File: config.mk
export PLATFORM = sky130hd
export DESIGN_NAME = gumnut_int_ctrl_flat
export DESIGN_NICKNAME = d
export VERILOG_FILES = /design/src/rtl/gumnut_int_ctrl_pkg.sv /design/src/rtl/gumnut_int_ctrl_if.sv /design/src/rtl/gumnut_int_ctrl_sync_edge.sv /design/src/rtl/gumnut_int_ctrl.sv /design/src/flat_wrapper.sv
export SDC_FILE = /design/constraint.sdc
export NUM_CORES = 1
export LEC_CHECK = 0
export ABC_AREA = 1
export CAP_MARGIN = 10
export CORE_AREA = 2 2 97 146
export CTS_CLUSTER_SIZE = 40
export DETAILED_ROUTE_END_ITERATION = 8
export DIE_AREA = 0 0 99 148
export GPL_TIMING_DRIVEN = 0
export PLACE_DENSITY = 0.53
export SETUP_SLACK_MARGIN = 0.1
export SLEW_MARGIN = 5
export SYNTH_ARGS = -nofsm -noshare
export SYNTH_HDL_FRONTEND = slang
export SYNTH_SLANG_ARGS = --single-unit
File: constraint.sdc
create_clock -name clk_i -period 4.85 [get_ports clk_i]
set_input_delay 0.97 -clock clk_i [delete_from_list [all_inputs] [get_ports clk_i]]
set_output_delay 0.97 -clock clk_i [all_outputs]
set_load 0.02 [all_outputs]
File: src/rtl/gumnut_int_ctrl_pkg.sv
// Shared constants, types and helpers for the Gumnut interrupt controller.
// Register offsets are relative to the controller's base port address.
package gumnut_int_pkg;

    localparam logic [7:0] OFF_IE   = 8'd0;
    localparam logic [7:0] OFF_EDGE = 8'd1;
    localparam logic [7:0] OFF_IP   = 8'd2;
    localparam logic [7:0] OFF_VEC  = 8'd3;
    localparam logic [7:0] OFF_CTRL = 8'd4;
    localparam logic [7:0] OFF_LAST = OFF_CTRL;

    localparam int VEC_INSVC_BIT = 7;
    localparam int VEC_IDX_LSB   = 0;
    localparam int VEC_IDX_W     = 3;

    typedef struct packed {
        logic       valid;
        logic [2:0] idx;
    } prio_t;

    // Scanning downwards lets the lowest set index overwrite any higher one.
    function automatic prio_t prio_enc(input logic [7:0] vec);
        prio_t res;
        res = '0;
        for (int i = 7; i >= 0; i--) begin
            if (vec[i]) begin
                res.valid = 1'b1;
                res.idx   = 3'(i);
            end
        end
        return res;
    endfunction

endpackage

File: src/rtl/gumnut_int_ctrl_if.sv
// Gumnut I/O port bus as seen by the interrupt controller.
// Signal suffixes follow the controller's direction (it is the slave).
interface gumnut_int_ctrl_if;
    logic [7:0] port_addr_i;
    logic [7:0] port_dat_i;
    logic       port_we_i;
    logic       port_stb_i;
    logic       port_cyc_i;
    logic [7:0] port_dat_o;
    logic       port_ack_o;

    modport master (
        output port_addr_i, port_dat_i, port_we_i, port_stb_i, port_cyc_i,
        input  port_dat_o, port_ack_o
    );

    modport slave (
        input  port_addr_i, port_dat_i, port_we_i, port_stb_i, port_cyc_i,
        output port_dat_o, port_ack_o
    );
endinterface

File: src/rtl/gumnut_int_ctrl_sync_edge.sv
// Two-flop synchroniser for one interrupt line, plus rising-edge detect
// against the previous synchronised value.
module int_sync_edge (
    input  logic clk_i,
    input  logic rst_i,
    input  logic clk_en_i,
    input  logic async_i,
    output logic sync_o,
    output logic rise_o
);

    logic meta_q;
    logic sync_q;
    logic prev_q;

    always_ff @(posedge clk_i or negedge rst_i) begin
        if (!rst_i) begin
            meta_q <= 1'b0;
            sync_q <= 1'b0;
            prev_q <= 1'b0;
        end else if (clk_en_i) begin
            meta_q <= async_i;
            sync_q <= meta_q;
            prev_q <= sync_q;
        end
    end

    assign sync_o = sync_q;
    assign rise_o = sync_q & ~prev_q;

endmodule

File: src/rtl/gumnut_int_ctrl.sv
// Interrupt controller feeding the Gumnut core's int_req/int_ack pair,
// configured and serviced through five registers on the core's I/O port bus.
module gumnut_int_ctrl
    import gumnut_int_pkg::*;
#(
    parameter int         NUM_SRC   = 8,
    parameter logic [7:0] BASE_ADDR = 8'hF0
) (
    input  logic               clk_i,
    input  logic               rst_i,
    input  logic               clkEn_i,
    input  logic [NUM_SRC-1:0] irq_i,
    gumnut_int_ctrl_if.slave   bus,
    output logic               int_req_o,
    input  logic               int_ack_i
);

    localparam logic [7:0] SRC_MASK = 8'((9'd1 << NUM_SRC) - 9'd1);

    logic [7:0] ie_q, edge_q, ip_q;
    logic       gie_q;
    logic       in_service_q;
    logic [2:0] svc_idx_q;
    logic       req_q;
    logic       ack_q;
    logic [7:0] dat_q;
    logic       held_q;

    logic [7:0] sync_vec, rise_vec;

    logic [7:0] ie_d, edge_d, ip_d;
    logic       gie_d, in_service_d, req_d, held_d;
    logic [2:0] svc_idx_d;
    logic [7:0] dat_d;

    logic [7:0] offset, wdata, rdata, active, ip_clr;
    logic       bus_req, wr, wr_ie, wr_edge, wr_ip, wr_vec, wr_ctrl, ack_fire;
    prio_t      prio;

    for (genvar i = 0; i < 8; i++) begin : g_src
        if (i < NUM_SRC) begin : g_on
            int_sync_edge u_sync (
                .clk_i    (clk_i),
                .rst_i    (rst_i),
                .clk_en_i (clkEn_i),
                .async_i  (irq_i[i]),
                .sync_o   (sync_vec[i]),
                .rise_o   (rise_vec[i])
            );
        end else begin : g_off
            assign sync_vec[i] = 1'b0;
            assign rise_vec[i] = 1'b0;
        end
    end

    // held_q blocks a strobe kept high past its ack from starting a second access.
    always_comb begin
        offset  = bus.port_addr_i - BASE_ADDR;
        wdata   = bus.port_dat_i & SRC_MASK;
        bus_req = bus.port_cyc_i & bus.port_stb_i & ~ack_q & ~held_q &
                  (offset <= OFF_LAST);
        wr      = bus_req & bus.port_we_i;
        wr_ie   = wr && (offset == OFF_IE);
        wr_edge = wr && (offset == OFF_EDGE);
        wr_ip   = wr && (offset == OFF_IP);
        wr_vec  = wr && (offset == OFF_VEC);
        wr_ctrl = wr && (offset == OFF_CTRL);
        held_d  = bus.port_cyc_i & bus.port_stb_i & (bus_req | held_q);

        rdata = '0;
        case (offset)
            OFF_IE:   rdata = ie_q;
            OFF_EDGE: rdata = edge_q;
            OFF_IP:   rdata = ip_q;
            OFF_VEC: begin
                rdata[VEC_INSVC_BIT]                = in_service_q;
                rdata[VEC_IDX_LSB +: VEC_IDX_W]     = svc_idx_q;
            end
            OFF_CTRL: rdata = {7'd0, gie_q};
            default:  rdata = '0;
        endcase
        dat_d = (bus_req && !bus.port_we_i) ? rdata : 8'd0;
    end

    // Interrupt state: the ack uses the current active vector, while the
    // registered request looks at next-state values so it drops or
    // reasserts exactly one cycle after the causing event.
    always_comb begin
        active   = ip_q & ie_q;
        prio     = prio_enc(active);
        ack_fire = int_ack_i & req_q;

        ip_clr = wr_ip ? wdata : 8'd0;
        if (ack_fire && prio.valid) begin
            ip_clr = ip_clr | (8'd1 << prio.idx);
        end
        ip_d = SRC_MASK & ((edge_q & (rise_vec | (ip_q & ~ip_clr))) |
                           (~edge_q & sync_vec));

        ie_d   = wr_ie   ? wdata : ie_q;
        edge_d = wr_edge ? wdata : edge_q;
        gie_d  = wr_ctrl ? bus.port_dat_i[0] : gie_q;

        in_service_d = in_service_q;
        svc_idx_d    = svc_idx_q;
        if (ack_fire) begin
            in_service_d = 1'b1;
            if (prio.valid) begin
                svc_idx_d = prio.idx;
            end
        end else if (wr_vec) begin
            in_service_d = 1'b0;
        end

        req_d = gie_d & (|(ip_d & ie_d)) & ~in_service_d;
    end

    always_ff @(posedge clk_i or negedge rst_i) begin
        if (!rst_i) begin
            ie_q         <= '0;
            edge_q       <= '0;
            ip_q         <= '0;
            gie_q        <= 1'b0;
            in_service_q <= 1'b0;
            svc_idx_q    <= '0;
            req_q        <= 1'b0;
            ack_q        <= 1'b0;
            dat_q        <= '0;
            held_q       <= 1'b0;
        end else if (clkEn_i) begin
            ie_q         <= ie_d;
            edge_q       <= edge_d;
            ip_q         <= ip_d;
            gie_q        <= gie_d;
            in_service_q <= in_service_d;
            svc_idx_q    <= svc_idx_d;
            req_q        <= req_d;
            ack_q        <= bus_req;
            dat_q        <= dat_d;
            held_q       <= held_d;
        end
    end

    assign int_req_o      = req_q;
    assign bus.port_ack_o = ack_q;
    assign bus.port_dat_o = dat_q;

endmodule

File: src/flat_wrapper.sv
// flat-port wrapper written by rule: the top's interface ports become plain ports
module gumnut_int_ctrl_flat import gumnut_int_pkg::*;
#(
    parameter int         NUM_SRC   = 8,
    parameter logic [7:0] BASE_ADDR = 8'hF0
)
  (clk_i, rst_i, clkEn_i, irq_i, int_req_o, int_ack_i, bus_port_addr_i, bus_port_dat_i, bus_port_we_i, bus_port_stb_i, bus_port_cyc_i, bus_port_dat_o, bus_port_ack_o);
  gumnut_int_ctrl_if bus_i ();
  input  logic clk_i;
  input  logic rst_i;
  input  logic clkEn_i;
  input  logic [NUM_SRC-1:0] irq_i;
  output logic int_req_o;
  input  logic int_ack_i;
  input wire logic [$bits(bus_i.port_addr_i)-1:0] bus_port_addr_i;
  input wire logic [$bits(bus_i.port_dat_i)-1:0] bus_port_dat_i;
  input wire logic [$bits(bus_i.port_we_i)-1:0] bus_port_we_i;
  input wire logic [$bits(bus_i.port_stb_i)-1:0] bus_port_stb_i;
  input wire logic [$bits(bus_i.port_cyc_i)-1:0] bus_port_cyc_i;
  output wire logic [$bits(bus_i.port_dat_o)-1:0] bus_port_dat_o;
  output wire logic [$bits(bus_i.port_ack_o)-1:0] bus_port_ack_o;
  assign bus_i.port_addr_i = bus_port_addr_i;
  assign bus_i.port_dat_i = bus_port_dat_i;
  assign bus_i.port_we_i = bus_port_we_i;
  assign bus_i.port_stb_i = bus_port_stb_i;
  assign bus_i.port_cyc_i = bus_port_cyc_i;
  assign bus_port_dat_o = bus_i.port_dat_o;
  assign bus_port_ack_o = bus_i.port_ack_o;
  gumnut_int_ctrl #(.NUM_SRC(NUM_SRC), .BASE_ADDR(BASE_ADDR)) u_core (.clk_i(clk_i), .rst_i(rst_i), .clkEn_i(clkEn_i), .irq_i(irq_i), .bus(bus_i), .int_req_o(int_req_o), .int_ack_i(int_ack_i));
endmodule
==> Yosys cells after proc, flatten, opt, wreduce, memory -nomap -nowiden <==
Cells that the tools add are included.
{ "classes": {"n_reduce_logical": 12, "bitwise_logic": 39, "order_cmp": 1, "eq_ne": 4, "n_shift": 1, "n_addsub": 1, "mux": 18} }
{ "ops": {"columns": ["operator", "count"], "rows": [
  ["AND 8 bit", 5],
  ["two-way mux 4 bit", 8],
  ["two-way mux 8 bit", 4],
  ["bitwise OR 8 bit", 3],
  ["AND 1 bit", 17],
  ["== test 8 x 2 -> 1 bit, second input constant", 2],
  ["NOT 8 bit", 2],
  ["case mux 3 bit (5 select lines)", 1],
  ["case mux 4 bit (3 select lines)", 1],
  ["NOT 1 bit", 11],
  ["== test 8 x 1 -> 1 bit, second input constant", 1],
  ["== test 8 x 3 -> 1 bit, second input constant", 1],
  ["<= comparator 8 x 3 -> 1 bit, second input constant", 1],
  ["zero test 8 bit", 1],
  ["OR reduction 8 bit", 1],
  ["left shift 1 x 3 -> 8 bit, first input constant", 1],
  ["subtractor 8 bit, second input constant", 1],
  ["logical AND 1 bit", 7],
  ["case mux 1 bit (4 select lines)", 1],
  ["two-way mux 1 bit", 3],
  ["AND reduction 3 bit", 1],
  ["AND reduction 2 bit", 1],
  ["zero test 1 bit", 1],
  ["bitwise OR 1 bit", 1]
]} }
{ "word_totals": {"word_cells": 110, "output_inout_bits": 10, "ff_bits": 64, "input_bits": 31} }

==> Depth between registers and ports, before layout <==
{ "logic_depth": {"word_depth": 21, "mapped_depth": 18, "mapped_depth_nobuf": 18} }

==> Hierarchy <==
From an unflattened synthesis, not the netlist that was laid out.
{ "unflattened": {"hier_cells": 472, "hier_area_um2": 3412.0} }
{ "by_module_without_submodules": {"columns": ["mod", "seq_area_each_um2", "area_each_um2", "cells_each", "n_inst"], "rows": [
  ["gumnut_int_ctrl", 1001.0, 2451.1, 352, 1],
  ["int_sync_edge", 75.1, 120.1, 15, 8]
]} }

==> Worst setup path after synthesis <==
Ideal clock, no wire load.
{ "synth_path": {"path_type": "input-to-reg", "start": "input bus_port_addr_i[7]", "end": "register u_core.req_q, in the netlist u_core.int_req_o", "path_buffers": 1, "required_time_ns": 4.734, "setup_time_ns": 0.116, "t_arrival_ns": 2.176, "setup_slack_ns": 2.558, "stages": 16, "path_cell_list": "nand2_1 -> nor2_4 -> nand2_4 -> nand2_4 -> nand2_4 -> nor2_4 -> nand2_2 -> buf_6 -> nand2_1 -> o21ai_1 -> nand2_1 -> nand2_1 -> nor2_1 -> nand2_1 -> nand2_1 -> nand2_1"} }
{ "synth_between": {"elab_chain_cells": 17, "word_cells_on_any_way": 29} }
{ "synth_lines": {"columns": ["element", "line", "source"], "rows": [
  ["from (decl)", "flat_wrapper.sv:15", "input wire logic [$bits(bus_i.port_addr_i)-1:0] bus_port_addr_i;"],
  ["subtractor 8 bit (*)", "gumnut_int_ctrl.sv:58", "offset = bus.port_addr_i - BASE_ADDR;"],
  ["<= comparator 8 x 3 -> 1 bit", "gumnut_int_ctrl.sv:61", "(offset <= OFF_LAST);"],
  ["AND 1 bit", "gumnut_int_ctrl.sv:60", "bus_req = bus.port_cyc_i & bus.port_stb_i & ~ack_q & ~held_q &"],
  ["AND 1 bit", "gumnut_int_ctrl.sv:62", "wr = bus_req & bus.port_we_i;"],
  ["logical AND 1 bit", "gumnut_int_ctrl.sv:65", "wr_ip = wr && (offset == OFF_IP);"],
  ["two-way mux 8 bit", "gumnut_int_ctrl.sv:93", "ip_clr = wr_ip ? wdata : 8'd0;"],
  ["bitwise OR 8 bit", "gumnut_int_ctrl.sv:95", "ip_clr = ip_clr | (8'd1 << prio.idx);"],
  ["two-way mux 8 bit", "gumnut_int_ctrl.sv:94", "if (ack_fire && prio.valid) begin"],
  ["NOT 8 bit", "gumnut_int_ctrl.sv:97", "ip_d = SRC_MASK & ((edge_q & (rise_vec | (ip_q & ~ip_clr))) |"],
  ["AND 8 bit", "gumnut_int_ctrl.sv:97", null],
  ["bitwise OR 8 bit", "gumnut_int_ctrl.sv:97", null],
  ["AND 8 bit", "gumnut_int_ctrl.sv:97", null],
  ["bitwise OR 8 bit", "gumnut_int_ctrl.sv:97", null],
  ["AND 8 bit", "gumnut_int_ctrl.sv:115", "req_d = gie_d & (|(ip_d & ie_d)) & ~in_service_d;"],
  ["OR reduction 8 bit", "gumnut_int_ctrl.sv:115", null],
  ["AND 1 bit", "gumnut_int_ctrl.sv:115", null],
  ["AND 1 bit (*)", "gumnut_int_ctrl.sv:115", null],
  ["to (signal assigned)", "gumnut_int_ctrl.sv:137", "req_q <= req_d;"],
  ["to (decl)", "gumnut_int_ctrl.sv:24", "logic req_q;"]
]} }
Every way passes the cells marked *; elsewhere a longest branch is shown, timed or not.
A chain may end at the register's enable or synchronous reset.

==> Worst setup path in the final report <==
{ "layout_path": {"start": "input bus_port_addr_i[6]", "end": "register u_core.edge_q[1]"} }
{ "layout_between": {"elab_chain_cells": 6, "word_cells_on_any_way": 7} }
{ "layout_lines": {"columns": ["element", "line", "source"], "rows": [
  ["subtractor 8 bit (*)", "gumnut_int_ctrl.sv:58", null],
  ["<= comparator 8 x 3 -> 1 bit", "gumnut_int_ctrl.sv:61", null],
  ["AND 1 bit", "gumnut_int_ctrl.sv:60", null],
  ["AND 1 bit", "gumnut_int_ctrl.sv:62", null],
  ["logical AND 1 bit (*)", "gumnut_int_ctrl.sv:64", "wr_edge = wr && (offset == OFF_EDGE);"],
  ["AND reduction 2 bit (no source line) (*)", null, null],
  ["to (signal assigned)", "gumnut_int_ctrl.sv:132", "edge_q <= edge_d;"],
  ["to (decl)", "gumnut_int_ctrl.sv:20", "logic [7:0] ie_q, edge_q, ip_q;"]
]} }
Marked as above.

==> results.py <==
metrics = {
    "setup_path": {
        "end_kind": "flop",
        "worstPathRequired_ns": 5.10,
        "cp-start-kind": "primary input",
        "cp_max_fo": 10,
        "r2r-end": "u_core.int_req_o$_DFFE_PN0P_",
        "r2r_setup_slack_ns": 2.75,
        "crit_start": "bus_port_addr_i[6]",
        "cp.arrival_ns": 3.30,
        "r2r_start": "u_core.bus.port_ack_o$_DFFE_PN0P_",
        "crit_type": "in2reg",
        "r2r_cells": 12,
    },
    "clock_network": {
        "clock_path_buffers": 2,
        "path_clk_slew_ns": 0.05,
        "cts_resized": 0,
        "root_buffer": "clkbuf_16",
        "clkLatencyLatePin_ns": 0.34,
        "post_cts_buffers": 0,
        "holdBufCountCts": 0,
        "clock-sinks": 64,
        "h-tree-depth": 3,
        "cts_tree": "done",
        "numCtsBuffers": 9,
    },
    "pwr": {
        "peakVddDrop_mv": 0.124,
        "power.leakage_nw": 2.03,
        "powerDensity_nw_per_um2": 347,
    },
    "detailed_routing": {
        "first_pass_iters": 4,
        "wirelength_mm": 9.76,
        "avgRoutedWirePerCell_um": 14.6,
        "vias": 3025,
        "first_iter_violations": 121,
        "vias_per_cell": 4.51,
        "ant_nets": 0,
        "drc_errors": 0,
    },
    "global_routing": {
        "first_global_vias": 3105,
        "antenna_found_initial": 0,
        "gr-total-overflow": 0,
        "met3_usage_pct": 2.65,
        "grt_util_met2_pct": 26.0,
        "grt_max_degree": 65,
        "grt_first_pass_wirelength_mm": 15.9,
        "use_met1_pct": 15.6,
        "top_usage_layer": "met2",
        "grt_usage_pct": 14.3,
    },
    "finish": {
        "antenna_cells": 0,
        "fillers": 1402,
        "fin_util_pct": 31.9,
        "final_common_cell": "nand2_1",
        "multi_input_area_um2": 1500,
        "syn_to_final_growth_pct": 28.4,
        "fin_cells": 670,
        "seq_area_um2": 1600,
        "mostFrequentLayoutCells": "nand2_1 (211), dfrtp_1 (64), inv_1 (40)",
        "drive_gt1_share_pct": 7.68,
        "fin_nets": 535,
    },
    "sta": {
        "setup_viol": 0,
        "layout_min_cycle_time_ns": 3.05,
        "worst_pin_slew_ns": 0.832,
        "hold_viol": 0,
        "report.final.slew_viol_count": 0,
        "rsz0062_at_grt": "false",
        "fin_skew_ns": 0.00326,
        "max_freq_mhz": 328,
        "slew_headroom_pct": 44.6,
        "tns_ns": 0,
        "fin_crit_sh_pct": 62.9,
    },
    "placed_design": {
        "place.detailed.instances": 655,
        "dp_hpwl_mm": 7.20,
        "port_buffers": 40,
        "place_congestion": 0.912,
    },
    "hold_path": {
        "hp-class": "reg2reg",
        "hold_depth": 2,
        "min_from": "u_core.g_src[6].g_on.u_sync.prev_q$_DFFE_PN0P_",
        "hold_path_end": "u_core.g_src[6].g_on.u_sync.prev_q$_DFFE_PN0P_",
    },
    "outcome": {
        "status": "completed",
    },
    "logic_synthesis": {
        "syn_nets": 484,
        "ys_seq_area_share_pct": 48.4,
        "synth_edf_count": 0,
        "yosys.area.top_type": "dfrtp_1",
        "ys_seq_elements": 64,
        "syn_area_um2": 3310,
        "syn-instance-count": 453,
        "avgSynthCellArea_um2": 7.30,
        "yosysWarnings": 0,
        "synth_cell_types": 27,
        "synth_top_cell_area_share_pct": 48.4,
        "synthArstFlopShare_pct": 100,
        "synthFlopType": "dfrtp_1",
        "ys_top_cells_by_area": "dfrtp_1 (48%), nand2_1 (24%), o21ai_0 (5.0%)",
    },
    "run": {
        "maxCapViolations": 0,
    },
    "floorplanning": {
        "core_area_um2": 13300,
        "start_util_pct": 24.8,
        "die-width_um": 99,
        "num_rows": 52,
        "die_y_um": 148,
        "num_io_pins": 41,
        "dieArea_um2": 14700,
    },
}
layer usage:
layer	share of wire (%)	vias up
met1	40	1418
met2	53	63
met3	3.9	14
met5	0	-
li1	-	1530
met4	3.2	0
report_power, final:
group          internal (W)  switching (W)
registers          0.000573      0.0000248
logic             0.0000531      0.0000869
clock network      0.000503       0.000233
total               0.00113       0.000345
flip-flops by register name, indices dropped and copies added, names as in the netlist:
| register | count |
|---|---|
| u_core.bus.port_ack_o | 1 |
| u_core.bus.port_dat_o | 8 |
| u_core.edge_q | 8 |
| u_core.g_src.g_on.u_sync.meta_q | 8 |
| u_core.g_src.g_on.u_sync.prev_q | 8 |
| u_core.g_src.g_on.u_sync.sync_o | 8 |
| u_core.gie_q | 1 |
| u_core.held_q | 1 |
| u_core.ie_q | 8 |
| u_core.in_service_q | 1 |
| u_core.int_req_o | 1 |
| u_core.ip_q | 8 |
| u_core.svc_idx_q | 3 |
critical path, cell delays in order:
cell	delay, ns
clkdlybuf4s50_1	0.47
nand2_2	0.08
nor2_4	0.18
nand2_4	0.11
nor3_2	0.63
nand3_2	0.36
buf_2	0.32
o21ai_0	0.18
cell families after synthesis:
group           after synthesis  synth area share (%)
simple gates                276                  35.1
flops                        64                  48.4
compound gates               59                  10.1
buf+inv                      54                  6.39
cells in the mapped netlist (2+ instances only):
library cell / instances
a221oi_1: 7
nand2_2: 6
nor3_2: 2
inv_1: 40
o21ai_0: 33
o22ai_1: 4
inv_2: 2
nand2_4: 3
nand4_1: 5
o21ai_1: 9
buf_1: 2
dfrtp_1: 64
a21oi_1: 4
nand2_1: 211
nor2_2: 2
nor2_1: 34
nor2_4: 3
nand3_1: 6
clkbuf_1: 8
worst max-delay path by stage:
stage	endpoint	slack, ns	cells past startpoint
after floorplan	u_core.int_req_o$_DFFE_PN0P_	2.56	16
after global placement	u_core.g_src[1].g_on.u_sync.prev_q$_DFFE_PN0P_	0.57	1
after detailed placement	u_core.edge_q[1]$_DFFE_PN0P_	1.39	8
after CTS	u_core.edge_q[1]$_DFFE_PN0P_	1.71	8
after global routing	u_core.edge_q[5]$_DFFE_PN0P_	1.60	9
final	u_core.edge_q[1]$_DFFE_PN0P_	1.80	8
per-stage QoR:
stage	hold WS (ns)	setup WS (ns)	total power [W]	cell area (µm²)
detailed placement	0.459	1.39	0.000748	3910
global placement	0.454	0.568	0.000745	3910
floorplan	0.442	2.56	0.000679	3310
finish	0.468	1.80	0.00147	4250
global route	0.498	1.60	0.00153	4250
CTS	0.473	1.71	0.00149	4250
area by class of cell:
class                           count  share of cell area, %
Multi-Input combinational cell    335                   35.2
Inverter                           42                   3.71
Timing Repair Buffer               40                   9.36
Buffer                             12                   1.27
Tap cell                          162                   4.77
Sequential cell                    64                   37.7
Clock inverter                      2                   1.41
Clock buffer                       13                   6.60
(Power assumes the default switching activity.)
